[src/rtl/traffic_phase_sequencer.sv]
// ---------------------------------------------------------------------------
// traffic_phase_sequencer
//   Phase scheduler for a highway/street intersection. Synchronises the
//   street car sensor and the pedestrian button, latches requests, and steps
//   through highway green -> yellow -> all-red -> street green (or walk)
//   with fixed per-phase timing. Drives six lamps, the walk lamp and a
//   two-digit BCD countdown of the seconds remaining in the current phase.
//
//   Optional feature macro: TLS_PED_PHASE_EN
//     defined   : pedestrian button path, ped request latch and WALK phase built
//     undefined : ped_btn ignored, walk tied low, street green always served
//
// Ports
//   clk              in   system clock
//   reset            in   asynchronous, active-high reset
//   car_async        in   street car sensor (asynchronous level)
//   ped_btn          in   pedestrian push button (asynchronous level)
//   red/yellow/green_highway  out  highway lamps
//   red/yellow/green_street   out  street lamps
//   walk             out  pedestrian walk lamp
//   count_tens       out  BCD tens digit of remaining seconds
//   count_ones       out  BCD ones digit of remaining seconds
//   phase            out  current state encoding (debug)
//
// Handshake: none; all inputs are levels, all outputs are Moore decodes.
// ---------------------------------------------------------------------------
module traffic_phase_sequencer #(
  parameter int TICK_DIV   = 1000000,
  parameter int T_HW_GREEN = 10,
  parameter int T_ST_GREEN = 8,
  parameter int T_YELLOW   = 3,
  parameter int T_ALL_RED  = 1,
  parameter int T_WALK     = 6
) (
  input  logic       clk,
  input  logic       reset,
  input  logic       car_async,
  input  logic       ped_btn,
  output logic       red_highway,
  output logic       yellow_highway,
  output logic       green_highway,
  output logic       red_street,
  output logic       yellow_street,
  output logic       green_street,
  output logic       walk,
  output logic [3:0] count_tens,
  output logic [3:0] count_ones,
  output logic [2:0] phase
);

  typedef enum logic [2:0] {
    S_HW_GREEN  = 3'd0,
    S_HW_YELLOW = 3'd1,
    S_ALL_RED_A = 3'd2,
    S_ST_GREEN  = 3'd3,
    S_ST_YELLOW = 3'd4,
    S_ALL_RED_B = 3'd5,
    S_WALK      = 3'd6
  } state_t;

  localparam int PW = (TICK_DIV > 2) ? $clog2(TICK_DIV) : 1;
  localparam logic [PW-1:0] PRE_MAX = PW'(TICK_DIV - 1);

  state_t        r_state;
  state_t        w_next_state;
  logic [PW-1:0] r_presc;
  logic [6:0]    r_timer;
  logic          r_car_s1, r_car_s2;
  logic          r_car_pend;
  logic          w_tick;
  logic          w_state_chg;
  logic          w_timer_zero;
  logic          w_enter_st;

  // Duration in seconds of the phase being entered.
  function automatic logic [6:0] phase_dur(input state_t s);
    case (s)
      S_HW_GREEN:  return 7'(T_HW_GREEN);
      S_HW_YELLOW: return 7'(T_YELLOW);
      S_ALL_RED_A: return 7'(T_ALL_RED);
      S_ST_GREEN:  return 7'(T_ST_GREEN);
      S_ST_YELLOW: return 7'(T_YELLOW);
      S_ALL_RED_B: return 7'(T_ALL_RED);
      S_WALK:      return 7'(T_WALK);
      default:     return 7'(T_HW_GREEN);
    endcase
  endfunction

  assign w_tick       = (r_presc == PRE_MAX);
  assign w_state_chg  = (w_next_state != r_state);
  assign w_timer_zero = (r_timer == 7'd0);
  assign w_enter_st   = (w_next_state == S_ST_GREEN) && (r_state != S_ST_GREEN);

  // Car sensor synchroniser and request latch (clear on street-green entry wins).
  always_ff @(posedge clk or posedge reset) begin
    if (reset) begin
      r_car_s1   <= 1'b0;
      r_car_s2   <= 1'b0;
      r_car_pend <= 1'b0;
    end else begin
      r_car_s1 <= car_async;
      r_car_s2 <= r_car_s1;
      if (w_enter_st)    r_car_pend <= 1'b0;
      else if (r_car_s2) r_car_pend <= 1'b1;
    end
  end

`ifdef TLS_PED_PHASE_EN
  logic r_ped_s1, r_ped_s2, r_ped_s3;
  logic r_ped_pend;
  logic w_ped_edge;
  logic w_enter_walk;

  assign w_ped_edge   = r_ped_s2 & ~r_ped_s3;
  assign w_enter_walk = (w_next_state == S_WALK) && (r_state != S_WALK);

  always_ff @(posedge clk or posedge reset) begin
    if (reset) begin
      r_ped_s1   <= 1'b0;
      r_ped_s2   <= 1'b0;
      r_ped_s3   <= 1'b0;
      r_ped_pend <= 1'b0;
    end else begin
      r_ped_s1 <= ped_btn;
      r_ped_s2 <= r_ped_s1;
      r_ped_s3 <= r_ped_s2;
      if (w_enter_walk)    r_ped_pend <= 1'b0;
      else if (w_ped_edge) r_ped_pend <= 1'b1;
    end
  end
`else
  logic w_unused_ped;
  assign w_unused_ped = ped_btn;
`endif

  // State register, prescaler and phase timer. Any state change restarts the
  // prescaler and reloads the timer, so a phase of T seconds lasts
  // T*TICK_DIV+1 cycles (the extra cycle is the timer==0 exit cycle).
  always_ff @(posedge clk or posedge reset) begin
    if (reset) begin
      r_state <= S_HW_GREEN;
      r_presc <= '0;
      r_timer <= 7'(T_HW_GREEN);
    end else begin
      r_state <= w_next_state;
      if (w_state_chg) begin
        r_presc <= '0;
        r_timer <= phase_dur(w_next_state);
      end else begin
        r_presc <= w_tick ? '0 : r_presc + 1'b1;
        if (w_tick && !w_timer_zero) r_timer <= r_timer - 7'd1;
      end
    end
  end

  // Next state and Moore lamp decode.
  always_comb begin
    w_next_state   = r_state;
    red_highway    = 1'b1;
    yellow_highway = 1'b0;
    green_highway  = 1'b0;
    red_street     = 1'b1;
    yellow_street  = 1'b0;
    green_street   = 1'b0;
    walk           = 1'b0;
    case (r_state)
      S_HW_GREEN: begin
        red_highway   = 1'b0;
        green_highway = 1'b1;
`ifdef TLS_PED_PHASE_EN
        if (w_timer_zero && (r_car_pend || r_ped_pend)) w_next_state = S_HW_YELLOW;
`else
        if (w_timer_zero && r_car_pend) w_next_state = S_HW_YELLOW;
`endif
      end
      S_HW_YELLOW: begin
        red_highway    = 1'b0;
        yellow_highway = 1'b1;
        if (w_timer_zero) w_next_state = S_ALL_RED_A;
      end
      S_ALL_RED_A: begin
`ifdef TLS_PED_PHASE_EN
        // Street has priority when both requests are waiting.
        if (w_timer_zero) w_next_state = r_car_pend ? S_ST_GREEN : S_WALK;
`else
        if (w_timer_zero) w_next_state = S_ST_GREEN;
`endif
      end
      S_ST_GREEN: begin
        red_street   = 1'b0;
        green_street = 1'b1;
        if (w_timer_zero) w_next_state = S_ST_YELLOW;
      end
      S_ST_YELLOW: begin
        red_street    = 1'b0;
        yellow_street = 1'b1;
        if (w_timer_zero) w_next_state = S_ALL_RED_B;
      end
      S_ALL_RED_B: begin
`ifdef TLS_PED_PHASE_EN
        if (w_timer_zero) w_next_state = r_ped_pend ? S_WALK : S_HW_GREEN;
`else
        if (w_timer_zero) w_next_state = S_HW_GREEN;
`endif
      end
`ifdef TLS_PED_PHASE_EN
      S_WALK: begin
        walk = 1'b1;
        if (w_timer_zero) w_next_state = S_HW_GREEN;
      end
`endif
      default: w_next_state = S_HW_GREEN;
    endcase
  end

  assign count_tens = 4'(r_timer / 7'd10);
  assign count_ones = 4'(r_timer % 7'd10);
  assign phase      = r_state;

endmodule

[config.mk]
export PLATFORM = sky130hd
export DESIGN_NAME = traffic_phase_sequencer
export DESIGN_NICKNAME = d
export VERILOG_FILES = /design/src/rtl/traffic_phase_sequencer.sv
export SDC_FILE = /design/constraint.sdc
export NUM_CORES = 1
export LEC_CHECK = 0
export BUFFER_PORTS_ARGS = -buffer_cell sky130_fd_sc_hd__buf_4
export CORE_ASPECT_RATIO = 0.6
export CORE_MARGIN = 2
export CORE_UTILIZATION = 46
export CTS_CLUSTER_SIZE = 20
export DETAILED_ROUTE_END_ITERATION = 10
export GPL_TIMING_DRIVEN = 0
export HOLD_SLACK_MARGIN = 0.06
export PLACE_DENSITY = 0.67
export REMOVE_ABC_BUFFERS = 1
export SLEW_MARGIN = 10
export SYNTH_ARGS = -nofsm -noshare
export SYNTH_HDL_FRONTEND = slang
export SYNTH_SLANG_ARGS = --single-unit
export TNS_END_PERCENT = 100
[constraint.sdc]
create_clock -name clk -period 2.22 [get_ports clk]
set_clock_uncertainty 0.15 [all_clocks]
set_input_delay 0.111 -clock clk [delete_from_list [all_inputs] [get_ports clk]]
set_output_delay 0.111 -clock clk [all_outputs]
set_load 0.1 [all_outputs]
==> impl_metrics.py <==
metrics = {
    "synth": {
        "synth_common_cells": "41 x nor2_1, 31 x dfrtp_1, 18 x xor2_1, 16 x nand2_1, 11 x xnor2_1",
        "synth_top_area_share_pct": 36.3,
        "syn_area_per_cell_um2": 9.10,
        "yosysWarnings": 0,
        "synth_cells": 235,
        "synth_seq_cells": 33,
        "synth_seq_area_share_pct": 38.7,
        "yosysTopAreaCell": "dfrtp_1",
        "yosysMostFrequentCell": "nor2_1",
        "synth.area.top_cells": "dfrtp_1 36%, xor2_1 7.4%, nor2_1 7.2%, xnor2_1 4.5%, ha_1 2.9%",
        "async_flop_share_pct": 100,
        "syn_area_um2": 2140,
        "dominantRegCellSynth": "dfrtp_1",
        "synth-edff-count": 0,
        "yosysUniqueCellTypes": 55,
    },
    "timing": {
        "max_freq_ghz": 0.385,
        "worstMarginPinSlew_ns": 0.709,
        "hold_viol": 0,
        "fin_crit_ns": 2.60,
        "setup_viol": 6,
        "rsz0062_at_grt": "true",
        "finalWorstSetupSlack_ns": -0.379,
        "finalMaxSlewViolations": 0,
        "timing.final.crit_share_pct": 117,
        "max_slew_margin_pct": 52.7,
        "hold_ws_ns": 0.198,
    },
    "power_and_ir_drop": {
        "p_int_mw": 1.80,
        "p_comb_share_pct": 66.2,
        "netSwitchingFraction_pct": 54.4,
        "clkPwrFrac_pct": 11.0,
        "power_density_nw_per_um2": 1420,
        "pwr-share-seq_pct": 22.8,
        "power_mw": 3.95,
        "p_leak_nw": 1.25,
        "power_switching_mw": 2.15,
        "max-vdd-ir-drop_mv": 1.74,
    },
    "worst_setup_path": {
        "crit_path_end_kind": "primary output",
        "worst-path-stages": 8,
        "required_ns": 1.96,
        "slowest_delay_ns": 0.61,
        "start_kind": "flop",
        "path_cells": "nor2b_4 -> o22a_1 -> o221a_4 -> ha_4 -> a21bo_1 -> a21o_1 -> xnor2_2 -> buf_6",
        "path_class": "flop to primary output",
        "reg2reg_depth": 7,
        "cp_max_fo": 6,
        "cp_top_family": "compound AO/OA/AOI/OAI gates",
        "r2r-start": "r_timer[3]$_DFFE_PP1P_",
        "cpMaxStageDelayCell": "dfstp_2",
        "path_buf_inv": 1,
        "cp_data_arrival_time_ns": 2.34,
        "cp-startpoint": "r_timer[3]$_DFFE_PP1P_",
    },
    "layout": {
        "layout-drive-gt1-share_pct": 35.0,
        "antenna_cells": 0,
        "final_net_count": 285,
        "area_delta_synth_final_pct": 30.1,
        "postLayoutCellArea_um2": 2780,
        "nFillCells": 351,
    },
    "place": {
        "place_hpwl_mm": 2.91,
        "numPortBuffers": 19,
        "gp_congestion": 0.760,
        "post_dp_cell_area_um2": 2280,
        "place_ws_ns": -0.532,
    },
    "die": {
        "rows": 19,
        "initial_utilization_pct": 47.4,
        "core-area_um2": 4520,
        "die_x_um": 92.0,
        "die_h_um": 56.8,
        "io-pin-count": 22,
        "dieArea_um2": 5230,
    },
    "global_route": {
        "overflow": 0,
        "grt_max_degree": 34,
        "grt_pass1_wl_mm": 7.80,
        "antenna_found_initial": 0,
        "grt_pass1_vias": 1554,
        "grt_usage_pct": 18.8,
    },
    "routing": {
        "wl_per_cell_um": 14.0,
        "first_pass_iters": 4,
        "drt_wl_total_mm": 4.76,
        "drtAntennaViolNets": 0,
        "vias": 1780,
        "initialDrtViolationCount": 104,
        "detail_route.vias_per_cell": 5.24,
        "drc_errors": 0,
    },
    "cts": {
        "cts.clk_slew.worst_paths_ns": 0.07,
        "cts_tree": "done",
        "h-tree-depth": 2,
        "cts_root_buf": "clkbuf_8",
        "numCtsBuffers": 5,
        "clock-sinks": 33,
        "clk_path_buf_depth": 2,
        "clk_latency_ns": 0.28,
    },
    "hold_path": {
        "hold_class": "flop to flop",
        "hold_depth": 0,
        "hold_start": "r_car_s1$_DFF_PP0_",
    },
    "run_status": {
        "status": "complete, but fails checks",
        "violations": "negative setup slack",
    },
    "flow_run": {
        "cap_viol_max_count": 0,
    },
}
metrics by stage:
stage / utilization, % / setup TNS (ns) / instances
finish: 61.6 / -1.33 / 340
global route: 61.6 / -2.58 / 340
CTS: 60.2 / -1.24 / 337
detailed placement: 50.6 / -6.87 / 303
global placement: 50.6 / -6.04 / 303
floorplan: - / -22.18 / 221
sequential cells by signal, summed over array words and instances, names as in the netlist:
| register | count |
|---|---|
| r_car_s1 | 1 |
| phase | 3 |
| r_car_s2 | 1 |
| r_timer | 7 |
| r_presc | 20 |
| r_car_pend | 1 |
layout by cell type (no fill, tap or decap), types with 3 or more instances in the layout:
cell and count:
buf_4 38, nor2_1 37, dfrtp_1 26, xor2_1 18, nand2_1 16, xnor2_1 9
and3_1 7, nand3_1 7, inv_1 7, o21ai_0 5, a21oi_1 5, clkbuf_8 5
buf_6 5, dfrtp_2 5, nand2b_4 4, nor3_1 4, nand4_1 4, nor4_1 3
nand2b_1 3, nor2_2 3, clkbuf_1 3, buf_12 3
cells by family (layout without fill, tap and decap cells):
family / Yosys count / after routing / share of synthesized area (%)
and+or+nand+nor: 110 / 110 / 28.4
muxes: 3 / 3 / 1.52
other: 1 / 1 / 0.175
AOI/OAI and AO/OA: 31 / 31 / 11.3
xor gates and xnor gates: 29 / 29 / 11.9
DFF: 33 / 33 / 38.7
adders and majority gates: 5 / 5 / 2.92
buffers and inverters: 23 / 65 / 5.15
worst reg2reg max path, delay by kind of cell (launching register included):
family / cells / cell delay [ns]
buffers and inverters: 1 / 0.17
DFF: 1 / 0.61
AOI/OAI and AO/OA: 1 / 0.16
xor gates and xnor gates: 1 / 0.21
and+or+nand+nor: 4 / 0.94
layer usage:
metal	global-route usage [%]	part of all wire, %	vias to the layer above
li1	-	-	882
met1	30.7	55	868
met2	24.9	41	27
met3	4.56	3.4	3
met4	3.20	0.21	0
met5	0	0	-
power groups by stage:
stage	logic (mW)	clock network (mW)	registers (mW)
after floorplan	1.50	0	1.14
after global placement	2.10	0	0.932
after detailed placement	2.11	0	0.935
after CTS	2.52	0.440	0.893
after global routing	2.75	0.472	0.926
final	2.62	0.434	0.902
path summary, 6_finish.rpt:
check                                         endpoint  slack [ns]
worst max-delay path                     count_ones[1]       -0.38
worst min-delay path                r_car_s2$_DFF_PP0_        0.20
worst max register to register  r_timer[3]$_DFFE_PP1P_       -0.08
worst min register to register      r_car_s2$_DFF_PP0_        0.20
max in group asynchronous       r_timer[4]$_DFFE_PP0P_        1.07
min in group asynchronous           phase[1]$_DFF_PP0_        0.35
area by class of cell:
cell class	instances	area, um^2	share of cell area, %
timing repair buffer	48	422	15.2
tap	63	78.8	2.83
sequential	33	835	30.0
multi-input combinational	179	1330	47.8
clock buffer	8	80.1	2.88
inverter	9	37.5	1.35
repair_timing:
action                                 4_1_cts  5_1_grt
buffers inserted                            24        3
resized for setup                           31       11
endpoints found under the hold margin       32        0
setup endpoints to repair                   31       29
pin swaps                                   12        6
hold buffers                                 2        0
No activity file was read; power rests on OpenSTA's default activity.
